**config.mk**
```make
export PLATFORM = sky130hd
export DESIGN_NAME = pipe_stage_buf
export DESIGN_NICKNAME = d
export VERILOG_FILES = /design/src/rtl/pipe_stage_buf.sv
export SDC_FILE = /design/constraint.sdc
export NUM_CORES = 1
export LEC_CHECK = 0
export ABC_AREA = 1
export BUFFER_PORTS_ARGS = -buffer_cell sky130_fd_sc_hd__buf_2
export CAP_MARGIN = 20
export CELL_PAD_IN_SITES_DETAIL_PLACEMENT = 1
export CELL_PAD_IN_SITES_GLOBAL_PLACEMENT = 2
export CORE_UTILIZATION = 31
export CTS_CLUSTER_DIAMETER = 120
export DETAILED_ROUTE_END_ITERATION = 8
export PLACE_DENSITY_LB_ADDON = 0.1
export SYNTH_ARGS = -nofsm -noshare
export SYNTH_HDL_FRONTEND = slang
export SYNTH_SLANG_ARGS = --single-unit
```
**constraint.sdc**
```tcl
create_clock -name clk -period 1.8 [get_ports clk]
set_input_delay 0.45 -clock clk [delete_from_list [all_inputs] [get_ports clk]]
set_output_delay 0.45 -clock clk [all_outputs]
set_load 0.02 [all_outputs]
```
**src/rtl/pipe_stage_buf.sv**
```systemverilog
// Pipeline stage latch with a valid/ready handshake and an optional 2-entry skid buffer.
// Also provides a flush, a global rdy pause and a saturating downstream-stall counter.
module pipe_stage_buf #(
    parameter int unsigned DATA_W  = 32*4+5+1,
    parameter int unsigned SKID_EN = 1,
    parameter int unsigned CNT_W   = 16
) (
    input  logic              clk,
    input  logic              rst,
    input  logic              rdy,
    input  logic              flush,
    input  logic              up_valid,
    output logic              up_ready,
    input  logic [DATA_W-1:0] up_data,
    output logic              dn_valid,
    input  logic              dn_ready,
    output logic [DATA_W-1:0] dn_data,
    output logic [1:0]        occupancy,
    output logic [CNT_W-1:0]  stall_cnt
);

    typedef enum logic [1:0] {
        ST_EMPTY = 2'd0,
        ST_ONE   = 2'd1,
        ST_TWO   = 2'd2
    } state_t;

    state_t              r_state;
    state_t              w_state_nxt;
    logic                r_up_ready;
    logic [DATA_W-1:0]   r_main;
    logic [DATA_W-1:0]   r_skid;
    logic [CNT_W-1:0]    r_stall;

    logic                w_up_fire;
    logic                w_dn_fire;
    logic                w_load_main;
    logic                w_load_skid;
    logic                w_main_from_skid;
    logic                w_stall_inc;

    // Skid mode presents a registered ready; otherwise ready looks through to dn_ready.
    assign up_ready  = (SKID_EN != 0) ? r_up_ready : (~dn_valid | dn_ready);
    assign dn_valid  = (r_state != ST_EMPTY);
    assign dn_data   = r_main;
    assign occupancy = r_state;
    assign stall_cnt = r_stall;

    assign w_up_fire   = up_valid & up_ready & rdy;
    assign w_dn_fire   = dn_valid & dn_ready & rdy;
    assign w_stall_inc = rdy & dn_valid & ~dn_ready & ~flush & (r_stall != {CNT_W{1'b1}});

    // Next-state and data-load decode; flush overrides every transition.
    always_comb begin
        w_state_nxt      = r_state;
        w_load_main      = 1'b0;
        w_load_skid      = 1'b0;
        w_main_from_skid = 1'b0;
        case (r_state)
            ST_EMPTY: begin
                if (w_up_fire) begin
                    w_state_nxt = ST_ONE;
                    w_load_main = 1'b1;
                end
            end
            ST_ONE: begin
                if (w_up_fire && w_dn_fire) begin
                    w_load_main = 1'b1;
                end else if (w_up_fire) begin
                    w_state_nxt = (SKID_EN != 0) ? ST_TWO : ST_ONE;
                    w_load_skid = 1'b1;
                end else if (w_dn_fire) begin
                    w_state_nxt = ST_EMPTY;
                end
            end
            ST_TWO: begin
                if (w_dn_fire) begin
                    w_state_nxt      = ST_ONE;
                    w_main_from_skid = 1'b1;
                end
            end
            default: w_state_nxt = ST_EMPTY;
        endcase
        if (flush && rdy) begin
            w_state_nxt      = ST_EMPTY;
            w_load_main      = 1'b0;
            w_load_skid      = 1'b0;
            w_main_from_skid = 1'b0;
        end
    end

    always_ff @(posedge clk or negedge rst) begin
        if (!rst) begin
            r_state    <= ST_EMPTY;
            r_up_ready <= 1'b0;
            r_main     <= '0;
            r_skid     <= '0;
            r_stall    <= '0;
        end else begin
            r_state    <= w_state_nxt;
            r_up_ready <= (w_state_nxt != ST_TWO);
            if (w_load_main) begin
                r_main <= up_data;
            end else if (w_main_from_skid) begin
                r_main <= r_skid;
            end
            if (w_load_skid) begin
                r_skid <= up_data;
            end
            if (w_stall_inc) begin
                r_stall <= r_stall + CNT_W'(1);
            end
        end
    end

endmodule

```
==> qor.csv, run 1 <==
metric,value,unit
Num CTS Buffers,37,
clk_skew,0.006261,ns
first-pass GRT wire length,70.62,mm
Post-synth top cells,"nand2_1, dfrtp_1, inv_1, nand3_1, o21ai_0",
critical path arrival,1.31,ns
worst r2r src,occupancy[0],
post-synthesis async set-or-reset flop share,1.000,
I/O pins,294,
DIE HEIGHT,209.3,microns
RSZ-0062 raised after global routing,yes,
"EDFF count, synth",0,
HPWL after DPL,30.67,mm
#FFs+latches synth,287,
Pwr Density,1682,mW/mm^2
mapped cell area,0.01332,sq mm
worst hold stages,3,
Routed Wire Length,44.55,mm
Synth Instances,1749,
max cap viols,0,
H-Tree Level Count,2,
maximum vdd ir drop,692.6,uV
path type of the worst setup path,reg2out,
Placement Setup Slack,-0.06748,ns
Syn Area/Cell,7.617,sq um
# setup viols final,0,
ANT nets after route,0,
fin. max-slew vios,0,
Root Driver,clkbuf_16,
Core ar.,0.04213,sq mm
HP Class,in2reg,
GRT Overall Usage,0.2059,
Area Overhead vs Synth,30.69,%
prevailing post-synth register cell,dfrtp_1,
worst setup margin,0.03717,ns
pin count of the biggest net entering global routing,58,
cell row count,75,
clk sinks,287,
Port-buffer cells,293,
Final min period,1.763,ns
Cell variety after synth,18,
R2R Path End,dn_data[53],
setup tns final,0,ns
Synthesized Nets,1890,
top-count cell post-synth,nand2_1,
Slew @ Worst Pin,0.3847,ns
final net count,2212,
CP Capture Type,output port,
Critical Path RT,1.35,ns
Iteration-0 DRC Markers,509,
vias per inst,4.643,
synth warn,0,
critical path launch point type,flop,
Vias,12220,
DIE AREA,0.04381,sq mm
total grt overflow,0,
die width,209.3,microns
WL/cell,16.93,microns
CTS tree,yes,
worst reg2reg setup slack,0.11,ns
worst hold start,up_data[92],
vias in the first global route,12500,
register area share after synthesis,0.5391,
CTS max path bufs,3,
leakage power,9.662,nW
status,finished clean,
Worst-path clk slew,0.06,ns
RD Place Congestion,0.7855,
cells taking the most area after synthesis,"dfrtp_1, nand2_1, nand3_1, inv_1, o21ai_0",
Final Hold Viols,0,
clk_lat worst skew,0.55,ns
Hold Path End,r_skid[92],
crit share post-route,0.9794,
FF-to-FF path depth,10,
First-pass DRT Iterations,6,
FMAX,0.5673,GHz
number of fill cells,5223,
"area leader, netlist",dfrtp_1,
CP Max Fanout,4,
area share of the largest cell type after synthesis,0.5391,
Initial Util,0.3162,
initial antenna violation count,1,
DR DRC count,0,
Slew HR,0.7436,
share of cells above drive strength 1,0.2122,
sequential cells by signal, summed over array words and instances (netlist names):
name / flops
stall_cnt: 16
occupancy: 2
dn_data: 134
r_skid: 134
up_ready: 1
kinds of logic after synthesis:
kind of cell               share of synthesized area
and+or+nand+nor                               0.2883
adders and majority gates                  0.0009390
xor gates and xnor gates                    0.003288
AOI/OAI and AO/OA                            0.05503
DFF                                           0.5391
buffers and inverters                         0.1134
layout make-up:
type	count	area [sq um]	area share
clock buffers	57	1114	0.06396
inverters	286	1074	0.06166
well taps	539	674.4	0.03873
clock inverters	3	43.79	0.002515
flip-flops and latches	287	7184	0.4126
repair buffers	385	2639	0.1516
multi-input cells	1074	4681	0.2688
diodes	1	2.502	0.0001437
critical path: stages, from the launching register on:
cell and delay (ns):
dfrtp_1 0.42, nor2_2 0.15, inv_1 0.05, buf_2 0.15
power breakdown:
part	internal [W]	switching (W)
clock	0.00436	0.00285
sequential	0.00943	0.00188
combinational	0.00398	0.00678
total	0.0178	0.0115
worst max path at each step:
stage	to	depth (start not counted)	start	slack, ns
CTS	dn_valid	3	occupancy[1]	0.002
detailed placement	r_skid[89]	9	rdy	-0.07
global placement	r_skid[97]	9	rdy	-0.04
floorplan	stall_cnt[2]	7	stall_cnt[1]	0.05
global route	dn_valid	3	occupancy[1]	-0.02
finish	dn_valid	3	occupancy[1]	0.04
metrics by stage:
stage	std cells	utilization	instance area, sq um	hold slack (ns)	power [W]
after floorplan	1749	-	13320	0.1544	0.01755
after global placement	2567	0.3835	16160	0.3765	0.02194
after detailed placement	2567	0.3835	16160	0.3776	0.02229
after CTS	2629	0.4114	17340	0.1368	0.02976
after global routing	2631	0.4132	17410	0.1701	0.03149
final	2632	0.4132	17410	0.1674	0.02929
metal layers:
metal	GRT usage	part of all wire	vias to the layer above	wire [microns]
met5	0	0	-	0
met4	0.06060	0.020	0	895
met3	0.03247	0.038	46	1698
met2	0.3410	0.48	218	21220
met1	0.2775	0.47	5929	20740
li1	-	-	6028	-
layout by cell type (no fill, tap or decap), types with 2 or more instances in the layout:
| master | synthesis | layout |
|---|---|---|
| nand4_1 | 6 | 6 |
| buf_16 | 0 | 2 |
| xor2_1 | 2 | 2 |
| buf_12 | 0 | 32 |
| o21ai_0 | 145 | 144 |
| nand2_1 | 610 | 607 |
| dfrtp_2 | 0 | 2 |
| buf_4 | 0 | 53 |
| nor3_4 | 0 | 2 |
| clkbuf_16 | 0 | 40 |
| clkbuf_8 | 0 | 7 |
| dfrtp_1 | 287 | 285 |
| clkbuf_1 | 53 | 11 |
| nor2_1 | 23 | 21 |
| buf_2 | 43 | 292 |
| inv_1 | 286 | 285 |
| buf_6 | 0 | 3 |
| xnor2_1 | 3 | 3 |
| nand3b_1 | 2 | 2 |
| nand3_1 | 278 | 278 |
| nand2_4 | 0 | 3 |
what timing repair did:
item / CTS / global route
gates resized for setup: 1 / 11
endpoints found under the hold margin: 25 / 0
setup endpoints to repair: 1 / 168
hold buffers: 1 / 0
gates cloned: 0 / 1
pin swaps: 1 / 1
setup buffers: 1 / 1
No activity file was read; power rests on OpenSTA's default activity.
==> run 2: changes to the inputs <==
--- a/config.mk
+++ b/config.mk
@@ -10,6 +10,7 @@
 export CAP_MARGIN = 20
 export CELL_PAD_IN_SITES_DETAIL_PLACEMENT = 1
 export CELL_PAD_IN_SITES_GLOBAL_PLACEMENT = 2
+export CORE_MARGIN = 4
 export CORE_UTILIZATION = 31
 export CTS_CLUSTER_DIAMETER = 120
 export DETAILED_ROUTE_END_ITERATION = 8
==> run 2 against run 1 <==
  * Non-clock buffer count increased by 15
  * Wire length rose by 6.4%
  * First-iteration DRC count up 17%
  * Final area increased by 3.6%
  * Sequential cell count is the same
  * Register-to-register slack lost 0.03 ns
  * Combinational power is 4% higher
  * Clock skew increased by 0.0029 ns
==> qor.csv, run 2 (synthesis results as in run 1) <==
metric,value,unit,change
status,finished clean,,
FF-to-FF path depth,10,,unchanged
crit share post-route,0.9616,,-0.01778
max cap viols,0,,unchanged
critical path launch point type,flop,,
P_int,0.01793,W,+0.85%
Worst-path clk slew,0.06,ns,about the same
number of fill cells,5155,,-1.3%
FF/Latch Area,0.007186,sq mm,about the same
clk_skew,0.009119,ns,+0.002857 ns
DIE HEIGHT,215.3,microns,+2.9%
clk sinks,287,,unchanged
CP Capture Type,output port,,
Critical Path RT,1.35,ns,about the same
initial antenna violation count,2,,+1
Root Driver,clkbuf_16,,
Area Overhead vs Synth,35.43,%,
GRT Overall Usage,0.1961,,-0.009757
Initial Util,0.3155,,-0.0007027
clk_lat worst skew,0.53,ns,-0.02 ns
Slew HR,0.7405,,-0.003021
pin count of the biggest net entering global routing,54,,-6.9%
Final min period,1.731,ns,-0.03200 ns
critical path arrival,1.28,ns,-0.03 ns
# setup viols final,0,,unchanged
ANT nets after route,0,,unchanged
CTS tree,yes,,
most frequent cells in the layout,"nand2_1, buf_2, inv_1, dfrtp_1, nand3_1",,
fin util,0.4273,,+0.01404
I/O pins,294,,unchanged
CP Max Fanout,4,,unchanged
slowest cell on the critical path,dfrtp_2,,
"commonest non-fill, non-tap cell in the layout",nand2_1,,
Pwr Density,1647,mW/mm^2,-2.1%
RD Place Congestion,0.7484,,-4.7%
worst setup margin,0.06917,ns,+0.03200 ns
HP Class,in2reg,,
First-pass DRT Iterations,5,,-1
total grt overflow,0,,unchanged
maximum vdd ir drop,785.8,uV,+13%
P_sw,0.01180,W,+2.5%
Flop pwr share,0.386,,about the same
area of the multi-input gates,0.004858,sq mm,+3.8%
area post-placement,0.01623,sq mm,+0.46%
die width,215.3,microns,+2.9%
Slew @ Worst Pin,0.3892,ns,+0.004531 ns
WHS,0.1893,ns,+0.02189 ns
H-Tree Level Count,2,,unchanged
share of cells above drive strength 1,0.2399,,+0.02769
FMAX,0.5778,GHz,+1.8%
vias in the first global route,13040,,+4.3%
leakage power,9.949,nW,+3.0%
worst hold stages,3,,unchanged
fin. max-slew vios,0,,unchanged
Placement Setup Slack,-0.09654,ns,-0.02906 ns
Final Cell Area,0.01804,sq mm,+3.6%
CP cell instances,nor2_4 > inv_1 > buf_6,,
setup tns final,0,ns,unchanged
cell row count,75,,unchanged
Final Hold Viols,0,,unchanged
final net count,2226,,+0.63%
Num CTS Buffers,36,,-2.7%
antenna cells,0,,-1
Switching Share,0.3968,,+0.003846
clock share of power,0.237,,-0.009
RSZ-0062 raised after global routing,yes,,
Routed Wire Length,47.41,mm,+6.4%
DIE AREA,0.04636,sq mm,+5.8%
DR DRC count,0,,unchanged
Critical Path Max Stage Delay,0.46,ns,+0.04 ns
first-pass GRT wire length,73.50,mm,+4.1%
Vias,12330,,+0.89%
Iteration-0 DRC Markers,593,,+17%
path type of the worst setup path,reg2out,,
CTS max path bufs,3,,unchanged
HPWL after DPL,31.54,mm,+2.8%
WL/cell,17.91,microns,+5.8%
Core ar.,0.04223,sq mm,+0.22%
Port-buffer cells,293,,unchanged
Gate power share,0.377,,+0.010
vias per inst,4.656,,+0.28%
==> run 2: cell types whose count changed in the layout (fill, tap and decap cells not counted), moves of 4 or more <==
cell | previous run | this run
nand3_2 | 0 | 18
clkbuf_8 | 7 | 11
clkbuf_16 | 40 | 50
buf_4 | 53 | 45
nand3_1 | 278 | 260
nand2_1 | 607 | 583
buf_12 | 32 | 40
nand2_2 | 1 | 24
==> run 2: critical path, delay by kind of cell, from the launching register on <==
kind,cells,cell delay (ns)
DFF,1,0.46
buffers and inverters,2,0.18
and+or+nand+nor,1,0.11
==> run 2: metal layers <==
layer	part of all wire	wire, microns	up-vias	GRT usage
li1	-	-	6046	-
met4	0.019	906	4	0.04853
met3	0.043	2048	59	0.03658
met2	0.49	23040	241	0.3388
met5	0.00044	21	-	0
met1	0.45	21390	5980	0.2552
==> run 2: what timing repair did <==
| item | in CTS | in global routing |
|---|---|---|
| pin swaps | 1 | 35 |
| endpoints found under the hold margin | 23 | 0 |
| endpoints found under the setup margin | 12 | 176 |
| setup buffers | 0 | 10 |
| gates resized for setup | 4 | 62 |
| cloned | 0 | 13 |
| hold buffers | 1 | 0 |
==> run 2: final timing paths <==
kind | start | end | slack (ns)
setup / recovery | occupancy[0] | dn_valid | 0.07
hold / removal | up_data[132] | r_skid[132] | 0.19
min in group asynchronous | rst | stall_cnt[7] | 0.40
setup reg to reg | occupancy[0] | dn_data[32] | 0.08
hold reg to reg | r_skid[13] | r_skid[13] | 0.48
max in group asynchronous | rst | r_skid[47] | 0.73
==> run 2: layout make-up <==
class | count | share of cell area
Sequential cell | 287 | 0.3982
Multi-Input combinational cell | 1074 | 0.2693
Timing Repair Buffer | 400 | 0.1725
Clock buffer | 58 | 0.06178
Inverter | 286 | 0.05963
Tap cell | 539 | 0.03738
Clock inverter | 4 | 0.001248
==> run 2: metrics by stage <==
| stage | total power, W | instances |
|---|---|---|
| 6_report | 0.02973 | 2648 |
| 5_1_grt | 0.03213 | 2648 |
| 4_1_cts | 0.02978 | 2625 |
| 3_5_place_dp | 0.02250 | 2562 |
| 3_3_place_gp | 0.02213 | 2562 |
| 2_1_floorplan | 0.01755 | 1749 |
==> run 2: power by group through the flow <==
stage	combinational [W]	sequential, W	clock (W)
6_report	0.0112	0.0115	0.00705
5_1_grt	0.0127	0.0119	0.00759
2_1_floorplan	0.00464	0.0129	0
4_1_cts	0.0110	0.0115	0.00731
3_5_place_dp	0.0110	0.0115	0
3_3_place_gp	0.0107	0.0115	0
